<file path="src/rtl/sram_rd_burst.sv">
// sram_rd_burst -- sequential read-burst engine in front of spram_wait.
//
// On an accepted start it reads len words from base_addr upward (address
// wraps modulo 2^aw), waits on mem_valid for every word, and streams the
// words out through a first-word-fall-through FIFO of depth 2^fd_log2.
//
// Ports:
//   clk, rst            clock, synchronous active-high reset
//   start               command strobe, ignored while busy
//   base_addr, len      burst descriptor, sampled with start (len 0 = empty)
//   busy, done          burst in flight / one-cycle completion pulse
//   mem_ce/oe/we        RAM control (we is tied low, read-only engine)
//   mem_addr_r          RAM read address, stable across ISSUE+WAIT
//   mem_data, mem_valid RAM read data and its qualifier
//   o_data, o_valid     FIFO head / FIFO not empty
//   o_ready             downstream accept
module sram_rd_burst #(
  parameter int aw      = 12,
  parameter int dw      = 16,
  parameter int lw      = 8,
  parameter int fd_log2 = 2
) (
  input  logic          clk,
  input  logic          rst,
  input  logic          start,
  input  logic [aw-1:0] base_addr,
  input  logic [lw-1:0] len,
  output logic          busy,
  output logic          done,
  output logic          mem_ce,
  output logic          mem_oe,
  output logic          mem_we,
  output logic [aw-1:0] mem_addr_r,
  input  logic [dw-1:0] mem_data,
  input  logic          mem_valid,
  output logic [dw-1:0] o_data,
  output logic          o_valid,
  input  logic          o_ready
);

  localparam int DEPTH = 1 << fd_log2;
  localparam logic [fd_log2:0] DEPTH_C = (fd_log2+1)'(DEPTH);

  localparam logic [2:0] S_IDLE  = 3'd0;
  localparam logic [2:0] S_ISSUE = 3'd1;
  localparam logic [2:0] S_WAIT  = 3'd2;
  localparam logic [2:0] S_STALL = 3'd3;
  localparam logic [2:0] S_DRAIN = 3'd4;

  logic [2:0]         r_state, w_state_nxt;
  logic [aw-1:0]      r_addr, w_addr_nxt;   // address of the next word to read
  logic [aw-1:0]      r_mem_addr;           // address presented to the RAM
  logic [lw-1:0]      r_remain;
  logic               r_done;
  logic [dw-1:0]      r_fifo [DEPTH];
  logic [fd_log2-1:0] r_wp, r_rp;
  logic [fd_log2:0]   r_cnt, w_cnt_nxt;
  logic               w_push, w_pop, w_accept, w_full;

  // done is registered, so the IDLE state already holds during the done
  // cycle; busy covers that cycle explicitly so start stays blocked.
  assign busy     = (r_state != S_IDLE) || r_done;
  assign done     = r_done;
  assign w_accept = start && !busy;

  // mem_valid is only honoured in WAIT; a stale valid during ISSUE is dropped.
  assign w_push    = (r_state == S_WAIT) && mem_valid;
  assign o_valid   = (r_cnt != '0);
  assign w_pop     = o_valid && o_ready;
  assign w_full    = (r_cnt == DEPTH_C);
  assign w_cnt_nxt = r_cnt + (fd_log2+1)'(w_push) - (fd_log2+1)'(w_pop);

  assign mem_ce     = (r_state == S_ISSUE) || (r_state == S_WAIT);
  assign mem_oe     = mem_ce;
  assign mem_we     = 1'b0;
  assign mem_addr_r = r_mem_addr;
  assign o_data     = o_valid ? r_fifo[r_rp] : '0;

  always_comb begin
    w_state_nxt = r_state;
    w_addr_nxt  = r_addr;
    case (r_state)
      S_IDLE: begin
        if (w_accept) begin
          if (len != '0) begin
            w_addr_nxt  = base_addr;
            w_state_nxt = w_full ? S_STALL : S_ISSUE;
          end else begin
            w_state_nxt = S_DRAIN;
          end
        end
      end
      S_ISSUE: w_state_nxt = S_WAIT;
      S_WAIT: begin
        if (mem_valid) begin
          w_addr_nxt = r_addr + aw'(1);
          if (r_remain == lw'(1))        w_state_nxt = S_DRAIN;
          else if (w_cnt_nxt == DEPTH_C) w_state_nxt = S_STALL;
          else                           w_state_nxt = S_ISSUE;
        end
      end
      S_STALL: if (!w_full) w_state_nxt = S_ISSUE;
      S_DRAIN: if (w_cnt_nxt == '0) w_state_nxt = S_IDLE;
      default: w_state_nxt = S_IDLE;
    endcase
  end

  always_ff @(posedge clk) begin
    if (rst) begin
      r_state    <= S_IDLE;
      r_addr     <= '0;
      r_mem_addr <= '0;
      r_remain   <= '0;
      r_done     <= 1'b0;
      r_wp       <= '0;
      r_rp       <= '0;
      r_cnt      <= '0;
    end else begin
      r_state <= w_state_nxt;
      r_addr  <= w_addr_nxt;
      r_done  <= (r_state == S_DRAIN) && (w_cnt_nxt == '0);
      if (w_accept)    r_remain <= len;
      else if (w_push) r_remain <= r_remain - lw'(1);
      // RAM address only moves on entry to ISSUE, keeping it stable in WAIT.
      if (w_state_nxt == S_ISSUE) r_mem_addr <= w_addr_nxt;
      if (w_push) r_wp <= r_wp + fd_log2'(1);
      if (w_pop)  r_rp <= r_rp + fd_log2'(1);
      r_cnt <= w_cnt_nxt;
    end
  end

  // FIFO storage needs no reset; o_data is masked while the FIFO is empty.
  always_ff @(posedge clk) begin
    if (w_push) r_fifo[r_wp] <= mem_data;
  end

endmodule
</file>
<file path="config.mk">
export PLATFORM = sky130hd
export DESIGN_NAME = sram_rd_burst
export DESIGN_NICKNAME = d
export VERILOG_FILES = /design/src/rtl/sram_rd_burst.sv
export SDC_FILE = /design/constraint.sdc
export NUM_CORES = 1
export LEC_CHECK = 0
export CAP_MARGIN = 15
export CORE_UTILIZATION = 40
export DETAILED_ROUTE_END_ITERATION = 10
export PLACE_DENSITY_LB_ADDON = 0.2
export SLEW_MARGIN = 20
export SYNTH_ARGS = -nofsm -noshare
export SYNTH_HDL_FRONTEND = slang
export SYNTH_SLANG_ARGS = --single-unit
</file>
<file path="constraint.sdc">
create_clock -name clk -period 5 [get_ports clk]
set_clock_uncertainty 0.2 [all_clocks]
set_input_delay 1 -clock clk [delete_from_list [all_inputs] [get_ports clk]]
set_output_delay 1 -clock clk [all_outputs]
set_load 0.005 [all_outputs]
</file>
==> flow_metrics.py, run 1 <==
metrics = {
    "clock_tree": {
        "postCtsHoldBufs": 0,
        "cts_setup_buffers": 0,
        "clock-root-buffer": "clkbuf_16",
        "insertion_delay_ns": 0.34,
        "cts_tree": "yes",
        "clkTransAtPathRegs_ns": 0.06,
        "cts_buffer_depth": 2,
        "h-tree-depth": 3,
        "cts_sinks": 109,
        "ctsResizeCount": 0,
        "cts_buffers": 9,
    },
    "global_routing": {
        "grt_pass1_wl_um": 15460,
        "antenna_found_initial": 0,
        "grt.total_usage_pct": 15.87,
        "grt_pass1_vias": 3113,
        "gr-total-overflow": 0,
        "grt_max_degree": 25,
    },
    "floorplanning": {
        "start_util_pct": 41.84,
        "fp.dieW_um": 112.5,
        "die-area_um2": 12650,
        "die_h_um": 112.5,
        "row_count": 39,
        "core_um2": 11660,
        "ios": 75,
    },
    "setup_path": {
        "critPathMostFrequentCell": "inv_1",
        "setup.worst_path.class": "in -> reg",
        "startpoint": "mem_valid",
        "slowest_delay_ns": 0.54,
        "ff2ff_setup_slack_ns": 1.09,
        "startpoint_type": "primary input",
        "cp_cell_sequence": "clkdlybuf4s50_1, inv_1, nor3_2, inv_1, ha_1, inv_1, ha_1, fa_1, xnor2_1, xnor2_1, nor3_2, a211oi_4, nand2_4, mux2_1",
        "critical_path_required_ns": 5.03,
        "worst-path-max-fanout": 8,
        "cp-endpoint": "mem_addr_r[10]",
        "r2r-end": "mem_addr_r[10]",
        "cp_data_arrival_time_ns": 4.30,
        "regToRegStartpoint": "r_cnt[2]",
        "ff2ff_path_depth": 12,
        "end_kind": "register",
        "critPathSlowestCell": "clkdlybuf4s50_1",
    },
    "detailed_routing": {
        "drt-total-wl_um": 9510,
        "drt-initial-drc-count": 212,
        "first_pass_iters": 4,
        "vias": 3163,
        "viasPerCell": 5.237,
        "drc_errors": 0,
        "wl_per_cell_um": 15.75,
        "ant_nets": 0,
    },
    "synth": {
        "syn_avg_cell_area_um2": 12.58,
        "async_flop_share_pct": 0,
        "ys_seq_area_share_pct": 57.85,
        "synth-edff-count": 64,
        "yosysWarningCount": 0,
        "netlist_area_um2": 4880,
        "synth_area_leaders": "edfxtp_1 39%, dfxtp_1 18%, mux4_2 7.4%, nor2_1 2.9%, and2_1 2.8%",
        "synth_top_area_share_pct": 39.38,
        "synth_nets": 439,
        "synth_cell_types": 61,
        "synth_top_area_cell": "edfxtp_1",
        "synthFlopType": "edfxtp_1",
        "ys_ff_latch": 109,
        "syn-instance-count": 388,
    },
    "sta": {
        "fin_crit_ns": 4.275,
        "setup_viol": 0,
        "final.period_utilization_pct": 85.51,
        "whs_ns": 0.2592,
        "worst_slew_pin_slew_ns": 0.8992,
        "slew_viol_final": 0,
        "max_freq_mhz": 233.9,
        "maxSlewHeadroom_pct": 40.05,
        "timing.final.hold_violations": 0,
        "fin_setup_tns_ns": 0,
        "grt_setup_unrepaired": "false",
    },
    "layout": {
        "layout_common_cells": "73 x clkdlybuf4s50_1, 64 x edfxtp_1, 45 x dfxtp_1",
        "layout_commonest_cell": "clkdlybuf4s50_1",
        "layout-area-overhead-vs-synth_pct": 22.79,
        "antenna_cells": 0,
        "final_area_um2": 5992,
        "drive_above_1_share_pct": 11.06,
        "fin_nets": 507,
    },
    "power_and_ir_drop": {
        "max-vdd-ir-drop_mv": 0.1982,
        "p_leak_nw": 2.021,
        "powerDensity_nw_per_um2": 457.5,
    },
    "worst_hold_path": {
        "hold_class": "reg -> reg",
    },
    "placement": {
        "dpl-instance-area_um2": 5718,
        "gp_congestion": 0.8479,
        "port_buffers": 73,
        "hpwl_um": 6642,
    },
    "status": {
        "status": "finished, final reports clean",
    },
    "flow_run": {
        "maxCapViolations": 0,
    },
}
-- report_power, final --
part	switching (W)	internal [W]	total, W
registers	0.0000907	0.00104	0.00113
clock network	0.000321	0.000342	0.000664
logic	0.000426	0.000520	0.000946
total	0.000838	0.00190	0.00274
-- critical path, delay by kind of cell --
family	cells	cell delay, ns
buffers and inverters	4	0.84
multiplexers	1	0.34
AND/OR/NAND/NOR	3	0.48
XOR/XNOR	2	0.42
adder cells (fa/ha/maj)	3	0.87
AO/OA/AOI/OAI	1	0.35
-- per-layer routing --
layer / GRT usage, % / vias up / part of all wire, % / wire (µm)
li1: - / 1562 / - / -
met1: 20.63 / 1516 / 47 / 4463
met2: 25.96 / 76 / 48 / 4553
met3: 3.888 / 9 / 4.2 / 397
met4: 5.600 / 0 / 1.0 / 95
met5: 0 / - / 0 / 0
-- how the worst min path moves through the flow --
stage	startpoint	end	slack, ns	depth (start not counted)
global placement	mem_addr_r[6]	mem_addr_r[6]	0.25	2
global route	r_remain[4]	r_remain[4]	0.30	2
floorplan	r_remain[4]	r_remain[4]	0.24	2
finish	mem_addr_r[6]	mem_addr_r[6]	0.26	2
detailed placement	mem_addr_r[6]	mem_addr_r[6]	0.25	2
CTS	mem_addr_r[6]	mem_addr_r[6]	0.27	2
-- final cells by class --
class                   count  area, µm²
clock inverters             6      45.04
well taps                 143      178.9
repair buffers             77      760.7
inverters                  18      67.56
fillers                  1039       5670
clock buffers              10      229.0
flip-flops and latches    109       2823
multi-input cells         241       1888
-- stage by stage --
| stage | power [W] | std cells | utilization, % | worst slack, ns |
|---|---|---|---|---|
| detailed placement | 0.002113 | 588 | 49.03 | 0.3377 |
| CTS | 0.002780 | 604 | 51.38 | 0.6922 |
| global placement | 0.002093 | 588 | 49.03 | 0.4462 |
| finish | 0.002741 | 604 | 51.38 | 0.7245 |
| floorplan | 0.001719 | 388 | - | 1.084 |
| global route | 0.002904 | 604 | 51.38 | 0.4980 |
-- cell usage after synthesis (all sizes together), types with 2 or more instances --
cell type / count
mux2i: 2
nand2b: 4
buf: 8
clkbuf: 12
and3: 2
ha: 9
dfxtp: 45
nor2: 38
o32ai: 4
nor4: 7
or3: 4
mux2: 7
nand2: 22
a21o: 2
a211oi: 6
a32oi: 3
o21ai: 5
nor3: 9
edfxtp: 64
nand4: 4
a21oi: 16
o211ai: 3
nor2b: 9
mux4: 16
nand3: 12
o2bb2ai: 2
a221oi: 2
inv: 18
or2: 2
xnor2: 9
and2: 22
a31oi: 4
-- flip-flops by register name (all words and copies together), names as in the netlist, named ones only --
| name | count |
|---|---|
| r_fifo | 64 |
| mem_addr_r | 12 |
| r_addr | 12 |
| r_remain | 8 |
| r_cnt | 3 |
| r_state | 3 |
| r_rp | 2 |
| r_wp | 2 |
| done | 1 |
-- cell families after synthesis --
| group | share of synthesized area, % |
|---|---|
| AOI/OAI and AO/OA | 8.821 |
| adders and majority gates | 2.718 |
| and+or+nand+nor | 15.87 |
| DFF | 57.85 |
| muxes | 9.410 |
| buffers and inverters | 3.461 |
| other | 0.07685 |
| xor gates and xnor gates | 1.795 |
Power figures use the tool's default switching activity.
==> inputs of run 2 (changes only) <==
--- a/config.mk
+++ b/config.mk
@@ -7,6 +7,7 @@
 export LEC_CHECK = 0
 export CAP_MARGIN = 15
 export CORE_UTILIZATION = 40
+export CTS_CLUSTER_SIZE = 30
 export DETAILED_ROUTE_END_ITERATION = 10
 export PLACE_DENSITY_LB_ADDON = 0.2
 export SLEW_MARGIN = 20
==> results of run 2 <==
Final layout, timing and power as in run 1 (identical DEF).
